[src/rtl/deg_clk_ctrl.sv]
// Run-time controller for the slow-clock divider: d_clk = clk / (2*half), with
// runt-free start/stop and ratio changes. Optional DEG_CLK_TOGGLE_CNT_EN adds toggle_cnt.
module deg_clk_ctrl #(
   parameter int CNT_W    = 27,
   parameter int DEF_HALF = 500000
) (
   input  logic             clk,
   input  logic             rst_n,
   input  logic             start,
   input  logic             stop,
   input  logic             cfg_valid,
   input  logic [CNT_W-1:0] cfg_half,
   output logic             cfg_ready,
   output logic             d_clk,
   output logic             tick,
   output logic             running
`ifdef DEG_CLK_TOGGLE_CNT_EN
   ,
   output logic [15:0]      toggle_cnt
`endif
);

   typedef enum logic [1:0] {
      S_IDLE  = 2'd0,
      S_RUN   = 2'd1,
      S_PEND  = 2'd2,
      S_DRAIN = 2'd3
   } state_e;

   localparam logic [CNT_W-1:0] HALF_RST = CNT_W'(DEF_HALF);
   localparam logic [CNT_W-1:0] ONE      = CNT_W'(1);

   state_e           state_q, state_d;
   logic [CNT_W-1:0] cnt_q, cnt_d;
   logic [CNT_W-1:0] half_q, half_d;
   logic [CNT_W-1:0] shadow_q, shadow_d;
   logic             pend_q, pend_d;
   logic             d_clk_q, d_clk_d;
   logic             tick_q, tick_d;
   logic             cfg_ready_q, cfg_ready_d;
   logic             running_q, running_d;

   logic             xfer;
   logic             boundary;
   logic [CNT_W-1:0] cfg_clamped;

   assign xfer        = cfg_valid & cfg_ready_q;
   assign boundary    = (cnt_q == (half_q - ONE));
   // A zero half-period would never reach a boundary; treat it as the fastest ratio.
   assign cfg_clamped = (cfg_half == '0) ? ONE : cfg_half;

   always_comb begin
      state_d  = state_q;
      cnt_d    = cnt_q;
      half_d   = half_q;
      shadow_d = shadow_q;
      pend_d   = pend_q;
      d_clk_d  = d_clk_q;
      tick_d   = 1'b0;

      case (state_q)
         S_IDLE: begin
            d_clk_d = 1'b0;
            cnt_d   = '0;
            if (xfer) half_d = cfg_clamped;
            if (start && !stop) state_d = S_RUN;
         end

         S_RUN, S_PEND: begin
            if (boundary) begin
               d_clk_d = ~d_clk_q;
               tick_d  = 1'b1;
               cnt_d   = '0;
            end else begin
               cnt_d = cnt_q + ONE;
            end

            if (state_q == S_RUN) begin
               if (xfer) begin
                  shadow_d = cfg_clamped;
                  pend_d   = 1'b1;
                  state_d  = S_PEND;
               end
               if (stop) state_d = S_DRAIN;
            end else if (stop) begin
               // Pending ratio is kept and applied when the drain completes.
               state_d = S_DRAIN;
            end else if (boundary) begin
               half_d  = shadow_q;
               pend_d  = 1'b0;
               state_d = S_RUN;
            end
         end

         S_DRAIN: begin
            if (!d_clk_q || boundary) begin
               if (d_clk_q) begin
                  d_clk_d = 1'b0;
                  tick_d  = 1'b1;
               end
               cnt_d   = '0;
               state_d = S_IDLE;
               if (pend_q) begin
                  half_d = shadow_q;
                  pend_d = 1'b0;
               end
            end else begin
               cnt_d = cnt_q + ONE;
            end
         end

         default: state_d = S_IDLE;
      endcase

      cfg_ready_d = (state_d == S_IDLE) || (state_d == S_RUN);
      running_d   = (state_d != S_IDLE);
   end

   always_ff @(posedge clk or negedge rst_n) begin
      if (!rst_n) begin
         state_q     <= S_IDLE;
         cnt_q       <= '0;
         half_q      <= HALF_RST;
         shadow_q    <= HALF_RST;
         pend_q      <= 1'b0;
         d_clk_q     <= 1'b0;
         tick_q      <= 1'b0;
         cfg_ready_q <= 1'b1;
         running_q   <= 1'b0;
      end else begin
         state_q     <= state_d;
         cnt_q       <= cnt_d;
         half_q      <= half_d;
         shadow_q    <= shadow_d;
         pend_q      <= pend_d;
         d_clk_q     <= d_clk_d;
         tick_q      <= tick_d;
         cfg_ready_q <= cfg_ready_d;
         running_q   <= running_d;
      end
   end

   assign cfg_ready = cfg_ready_q;
   assign d_clk     = d_clk_q;
   assign tick      = tick_q;
   assign running   = running_q;

`ifdef DEG_CLK_TOGGLE_CNT_EN
   logic [15:0] toggle_cnt_q, toggle_cnt_d;

   always_comb begin
      toggle_cnt_d = toggle_cnt_q;
      if (tick_d) toggle_cnt_d = toggle_cnt_q + 16'd1;
   end

   always_ff @(posedge clk or negedge rst_n) begin
      if (!rst_n) toggle_cnt_q <= '0;
      else        toggle_cnt_q <= toggle_cnt_d;
   end

   assign toggle_cnt = toggle_cnt_q;
`endif

endmodule
[config.mk]
export PLATFORM = sky130hd
export DESIGN_NAME = deg_clk_ctrl
export DESIGN_NICKNAME = d
export VERILOG_FILES = /design/src/rtl/deg_clk_ctrl.sv
export SDC_FILE = /design/constraint.sdc
export NUM_CORES = 1
export LEC_CHECK = 0
export CORE_MARGIN = 8
export CORE_UTILIZATION = 54
export CTS_CLUSTER_DIAMETER = 60
export CTS_CLUSTER_SIZE = 28
export DETAILED_ROUTE_END_ITERATION = 7
export HOLD_SLACK_MARGIN = 0.03
export PLACE_DENSITY = 0.88
export SLEW_MARGIN = 30
export SYNTH_ARGS = -nofsm -noshare
export SYNTH_HDL_FRONTEND = slang
export SYNTH_SLANG_ARGS = --single-unit
[constraint.sdc]
create_clock -name clk -period 3.7 [get_ports clk]
set_input_delay 0.74 -clock clk [delete_from_list [all_inputs] [get_ports clk]]
set_output_delay 0.74 -clock clk [all_outputs]
set_load 0.03 [all_outputs]
After elaboration in Yosys (flattened, before gate mapping):

Cells that the tools add are included.

* bitwise logic cells: 2
* $lt $le $gt $ge: 0
* add/sub/neg operators: 2
* $mul: 0
* shifts and indexed selects: 0
* reduce and logical (&&, ||, !) cells: 15
* equality and inequality tests: 14
* div/mod/pow operators: 0
* mux-type cells: 31

Operators by type and width (number)
* two-way mux 27 bit: 9
* case mux 27 bit (3 select lines): 2
* adder 27 x 1 -> 27 bit, second input constant: 1
* equality test 27 bit: 1
* logical NOT 27 bit: 1
* subtractor 27 x 1 -> 27 bit, second input constant: 1
* two-way mux 2 bit: 7
* inequality test 2 bit, second input constant: 6
* two-way mux 1 bit: 9
* inequality test 3 bit, second input constant: 3
* case mux 2 bit (3 select lines): 1
* AND reduction 6 bit: 1
* AND reduction 5 bit: 1
* equality test 2 x 1 -> 1 bit, second input constant: 2
* equality test 2 bit, second input constant: 2
* logical NOT 2 bit: 2
* case mux 1 bit (2 select lines): 2
* nonzero test 2 bit: 2
* case mux 1 bit (3 select lines): 1
* AND reduction 3 bit: 1
* logical NOT 1 bit: 2
* logical OR 1 bit: 2
* AND reduction 2 bit: 1
* OR reduction 2 bit: 1
* 3 further kinds: 3

* bits in read-only memories: 0
* bits in latches: 0
* logic and storage cells: 73
* memories kept: 0
* RAM bits: 0
* bits of input ports: 32
* output and inout bits: 4
* flip-flop bits (word level): 88

Longest topological paths before layout:

* depth in word-level cells: 8
* mapped depth: 13
* depth with buffers taken out: 10

Least setup slack after synthesis:

Ideal clock, no wire load.

* path type: reg-to-reg
* start point: register half_q[10]
* end point: register half_q[19]
* period minus slack after synthesis: 3.702 ns
* cell stages (with the launch flop): 11
* path slack: -0.002 ns
* data arrival time: 3.577 ns
* required time: 3.575 ns
* path buffers: 2
* library setup time: 0.125 ns
* cells stage by stage: dfrtp_1 > or4_1 > buf_2 > or4_1 > a2111oi_2 > o22ai_1 > nor4_4 > nand4_2 > a221oi_4 > buf_6 > mux2_2

* cells in the longest elaborated chain, start to end: 5
* elaborated cells on any way between the ends: 6
* those cells by class: 1 x add/sub; 3 x eq/ne; 2 x reduce/logical

RTL lines
* start, declared: line 35 `logic [CNT_W-1:0] half_q, half_d;`
* start signal, assigned: line 133 `half_q <= half_d;`
* subtractor 27 x 1 -> 27 bit *: line 48 `assign boundary = (cnt_q == (half_q - ONE));`
* equality test 27 bit *: line 48
* logical OR 1 bit: line 96 `if (!d_clk_q || boundary) begin`
* inequality test 2 bit (no source line)
* AND reduction 6 bit (no source line) *

Mark *: on every way between the ends. The rest lies on a longest branch, timed or not.
A chain may end at the register's enable or synchronous reset.

Worst setup path after layout:

* start point: register half_q[10]
* end point: register half_q[2]

The elaborated chain is that of the path after synthesis.

==> impl.org <==
** Die
- The die is approximately 110 um tall.
- Std cell rows :: 35
- The die covers 12720 sq um.
- I/O pin total :: 36
- The initial utilization of the core area, before any placement, comes to 55.28%.
- Width of the die :: 112.8 um
- Standard cell core area :: just over 9000 sq um

** Cells and area
- Number of inserted filler cells in the final layout :: approximately 650
- Of the cells placed in the final design, the portion with a size suffix greater than 1 is approximately 27%.
- The number of antenna diodes in the final layout is 0.
- Compared with the post-synthesis result, the final layout area differs by 16.49%.
- The net count of the finished layout is around 550.

** Global routing
- Entering global routing, the biggest net connects just under 90 pins.
- Overall overflow remaining after global route :: 0
- The number of antenna violations at the first check in global routing came to 0.
- The first global-routing pass estimated approximately 20000 um of wire.
- The number of global-route vias before repair is 4052.
- Across every metal layer, demand over resource in global routing totals between 15 and 20%.

** Drt
- In this run the remaining antenna-violating nets after routing total 0.
- Vias after detailed routing :: between 3000 and 4000
- Routed length per instance :: 19.62 um
- After detailed routing, the number of remaining DRC violations is 0.
- First-pass DRT Iterations :: 5
- Final routed wirelength across all metal layers :: about 12000 um
- Number of DRC markers in iteration 0 :: 567
- Dividing the detail-routed via count by the number of cells gives between 6 and 7.

** Clocking
- After clock tree synthesis, the clock-pin slew on the worst setup and hold paths is approximately 0.10 ns.
- CTS H-tree depth :: 3
- Clock Latency Late Sink :: 0.37 ns
- Buffers inserted during clock tree synthesis total 9.
- Maximum count of clock buffers along a single path :: 2
- Number of buffers added to fix hold violations after cts :: 0
- CTS saw 88 sinks.
- CTS placed an instance of clkbuf_8 at the clock tree root.
- CTS tree :: done

** Placement
- Detailed placement finished with a half-perimeter wire length of slightly above 8000 um.
- Routability-driven placement congestion ratio :: 0.9877
- Worst Setup Slack post-DPL :: -0.001544 ns
- Number of buffer cells added on primary ports :: 35

** Synth
- Share of flip-flops with an asynchronous set or reset :: 100.0%
- Sequential cell area fraction in the yosys report :: 43.89%
- Total of flip-flops plus latches after synthesis :: just under 90
- The most used flip-flop cell after synthesis is dfrtp_1.
- A synthesized cell averages 10.74 sq um.
- The number of different library cells used by synthesis comes to 54.
- Counting flops with a built-in enable in the synthesized netlist gives 0.
- Counting every instance in the synthesized netlist gives between 400 and 500.
- During synthesis, Yosys emitted a total of 0 warnings.
- Total nets after synthesis :: around 500
- Cell area after synthesis :: 5060 sq um

** Worst setup path
- The most critical setup path has its startpoint at half_q[10].
- Of all nets on the critical path, the largest fanout is 12.
- Data on the critical path arrives at its endpoint at 3.88 ns.
- Kind of critical path :: flop to flop
- For the worst flop-to-flop path, the logic depth is 10.
- Required time of the critical path :: roughly 4.0 ns
- For flop-to-flop paths, the worst setup slack is 0.08 ns.
- Worst flop-to-flop path startpoint :: half_q[10]
- The endpoint identified for the worst register-to-register timing path is half_q[2].
- The worst setup path is launched from a flop.
- Endpoint kind of the worst setup timing path :: flop

** Power and ir drop
- Power comes to ~4.7 mW.
- Worst IR drop on VDD :: ~0.00042 V
- Summed over all cells, the static leakage comes to between 2 and 2.5 nW.
- Power spread over the standard cell area amounts to 789.7 nW/um^2.

** STA
- Timing would allow up to 276.3 MHz.
- Final setup slack of the worst path :: 0.08121 ns
- The total count of max-transition violations in the final report is 0.
- Hold timing on the final database bottoms out at a slack of roughly 0.42 ns.
- Final setup violation count :: 0
- After layout, the minimum clock period comes to 3.619 ns.
- Across the routed clock network, the largest skew measured is between 0.01 and 0.015 ns.
- For the pin with the worst max-slew slack, the measured transition is approximately 0.8 ns.
- In the finished design, the share of the clock period the worst path needs comes to 97.81%.
- Number of hold violations in the final report :: 0
- Setup total negative slack on the finished layout was measured at 0 ns.
- Remaining max-slew budget at the tightest pin :: a little under half

** Run status
- The flow ran to the end, and the final reports show no timing, DRC or antenna violations.

** Flow run
- Max-capacitance violation count :: 0

** Hold path
- In this run the worst hold path is classified as input port to asynchronous set/reset pin.
[cells by family after synthesis]
family                   count (synthesis)  synth area share (%)
AO/OA/AOI/OAI                           51                 7.814
XOR/XNOR                                59                 10.21
adder cells (fa/ha/maj)                  6                 1.484
buffers and inverters                   33                 2.769
flip-flops                              88                 43.89
multiplexers                            81                 17.85
AND/OR/NAND/NOR                        153                 15.97
[area by class of cell]
type | count | area, sq um | share of cell area (%)
clock buffers | 9 | 123.9 | 2.101
repair buffers | 51 | 505.5 | 8.576
clock inverters | 7 | 72.57 | 1.231
flip-flops and latches | 88 | 2222 | 37.70
well taps | 111 | 138.9 | 2.356
inverters | 13 | 48.80 | 0.8279
multi-input cells | 350 | 2783 | 47.21
[Yosys cell counts, drive strengths merged (2+ instances only)]
master,instances,area share [%]
clkbuf,17,1.3
a211o,2,0.35
o211a,2,0.40
a21oi,5,0.49
nor3,12,1.2
ha,6,1.5
nor3b,2,0.30
xnor2,33,5.7
and2,4,0.49
nand2,25,1.9
or3,8,0.99
and3,7,0.87
a31o,2,0.35
xor2,26,4.5
dfrtp,73,36
nand3,13,1.3
nand2b,2,0.25
nor4,17,2.4
nand3b,2,0.30
dfstp,15,7.8
o22ai,2,0.25
inv,13,0.96
nand4,5,0.74
mux2i,7,1.4
nor2,42,3.1
or4,5,0.74
buf,3,0.54
o31a,4,0.69
nor4b,2,0.35
a2111oi,2,0.47
a21o,2,0.30
and4,4,0.69
o21ai,13,1.3
mux2,74,16
o31ai,3,0.45
a221o,2,0.40
or2,2,0.25
a32oi,2,0.35
[worst max path at each step]
stage | slack (ns) | endpoint
3_3_place_gp | 0.15 | half_q[20]
5_1_grt | -0.03 | half_q[26]
4_1_cts | 0.02 | half_q[9]
3_5_place_dp | -0.002 | half_q[24]
6_report | 0.08 | half_q[2]
2_1_floorplan | 0.006 | half_q[19]
[state kept, by name, summed over array words and instances, names as in the netlist]
| signal | flops |
|---|---|
| cfg_ready | 1 |
| tick | 1 |
| d_clk | 1 |
| running | 1 |
| shadow_q | 27 |
| state_q | 2 |
| pend_q | 1 |
| half_q | 27 |
| cnt_q | 27 |
[layer usage]
layer  part of all wire, %  global-route usage, %  wire (um)
met1                    40                  22.61       4968
met2                    52                  33.72       6409
met3                   5.3                  4.420        660
met4                   2.4                  6.565        300
met5                     0                      0          0
[cell usage in the layout (no fill, tap or decap), types with 5 or more instances in the layout]
cell	synthesis	layout
mux2_2	72	72
dfrtp_1	73	72
nor2_1	42	42
clkdlybuf4s50_1	0	34
xnor2_1	33	33
xor2_1	26	26
nand2_1	25	25
dfstp_2	15	15
inv_1	13	13
nand3_1	13	13
o21ai_0	13	13
nor4_1	16	13
buf_4	0	13
nor3_1	12	11
clkbuf_8	0	9
or3_1	8	8
and3_1	7	7
mux2i_1	7	7
ha_1	6	6
a21oi_1	5	5
[metrics by stage]
| stage | area [sq um] | cells | util (%) |
|---|---|---|---|
| finish | 5894 | 629 | 64.40 |
| global route | 5894 | 629 | 64.40 |
| CTS | 5783 | 626 | 63.19 |
| detailed placement | 5569 | 610 | 60.85 |
| global placement | 5565 | 610 | 60.81 |
| floorplan | 5060 | 471 | - |
[worst max-delay path, cell delays in order, from the launching register on]
cell       delay, ns
dfrtp_1         0.40
or4_1           0.56
or4_4           0.55
a2111oi_4       0.34
o22ai_2         0.14
nor4_4          0.30
nand4_2         0.18
a221oi_4        0.35
buf_4           0.18
clkbuf_16       0.17
mux2_2          0.33
[where the power goes]
| group | switching, mW | internal [mW] | total [mW] |
|---|---|---|---|
| clock network | 0.390 | 0.266 | 0.656 |
| logic | 1.18 | 1.18 | 2.36 |
| registers | 0.300 | 1.34 | 1.64 |
[repair_timing]
action | 4_1_cts | 5_1_grt
setup buffers | 0 | 2
gates cloned | 0 | 1
pin swaps | 1 | 4
setup endpoints to repair | 24 | 25
gates resized for setup | 3 | 13
Power figures use the tool's default switching activity.
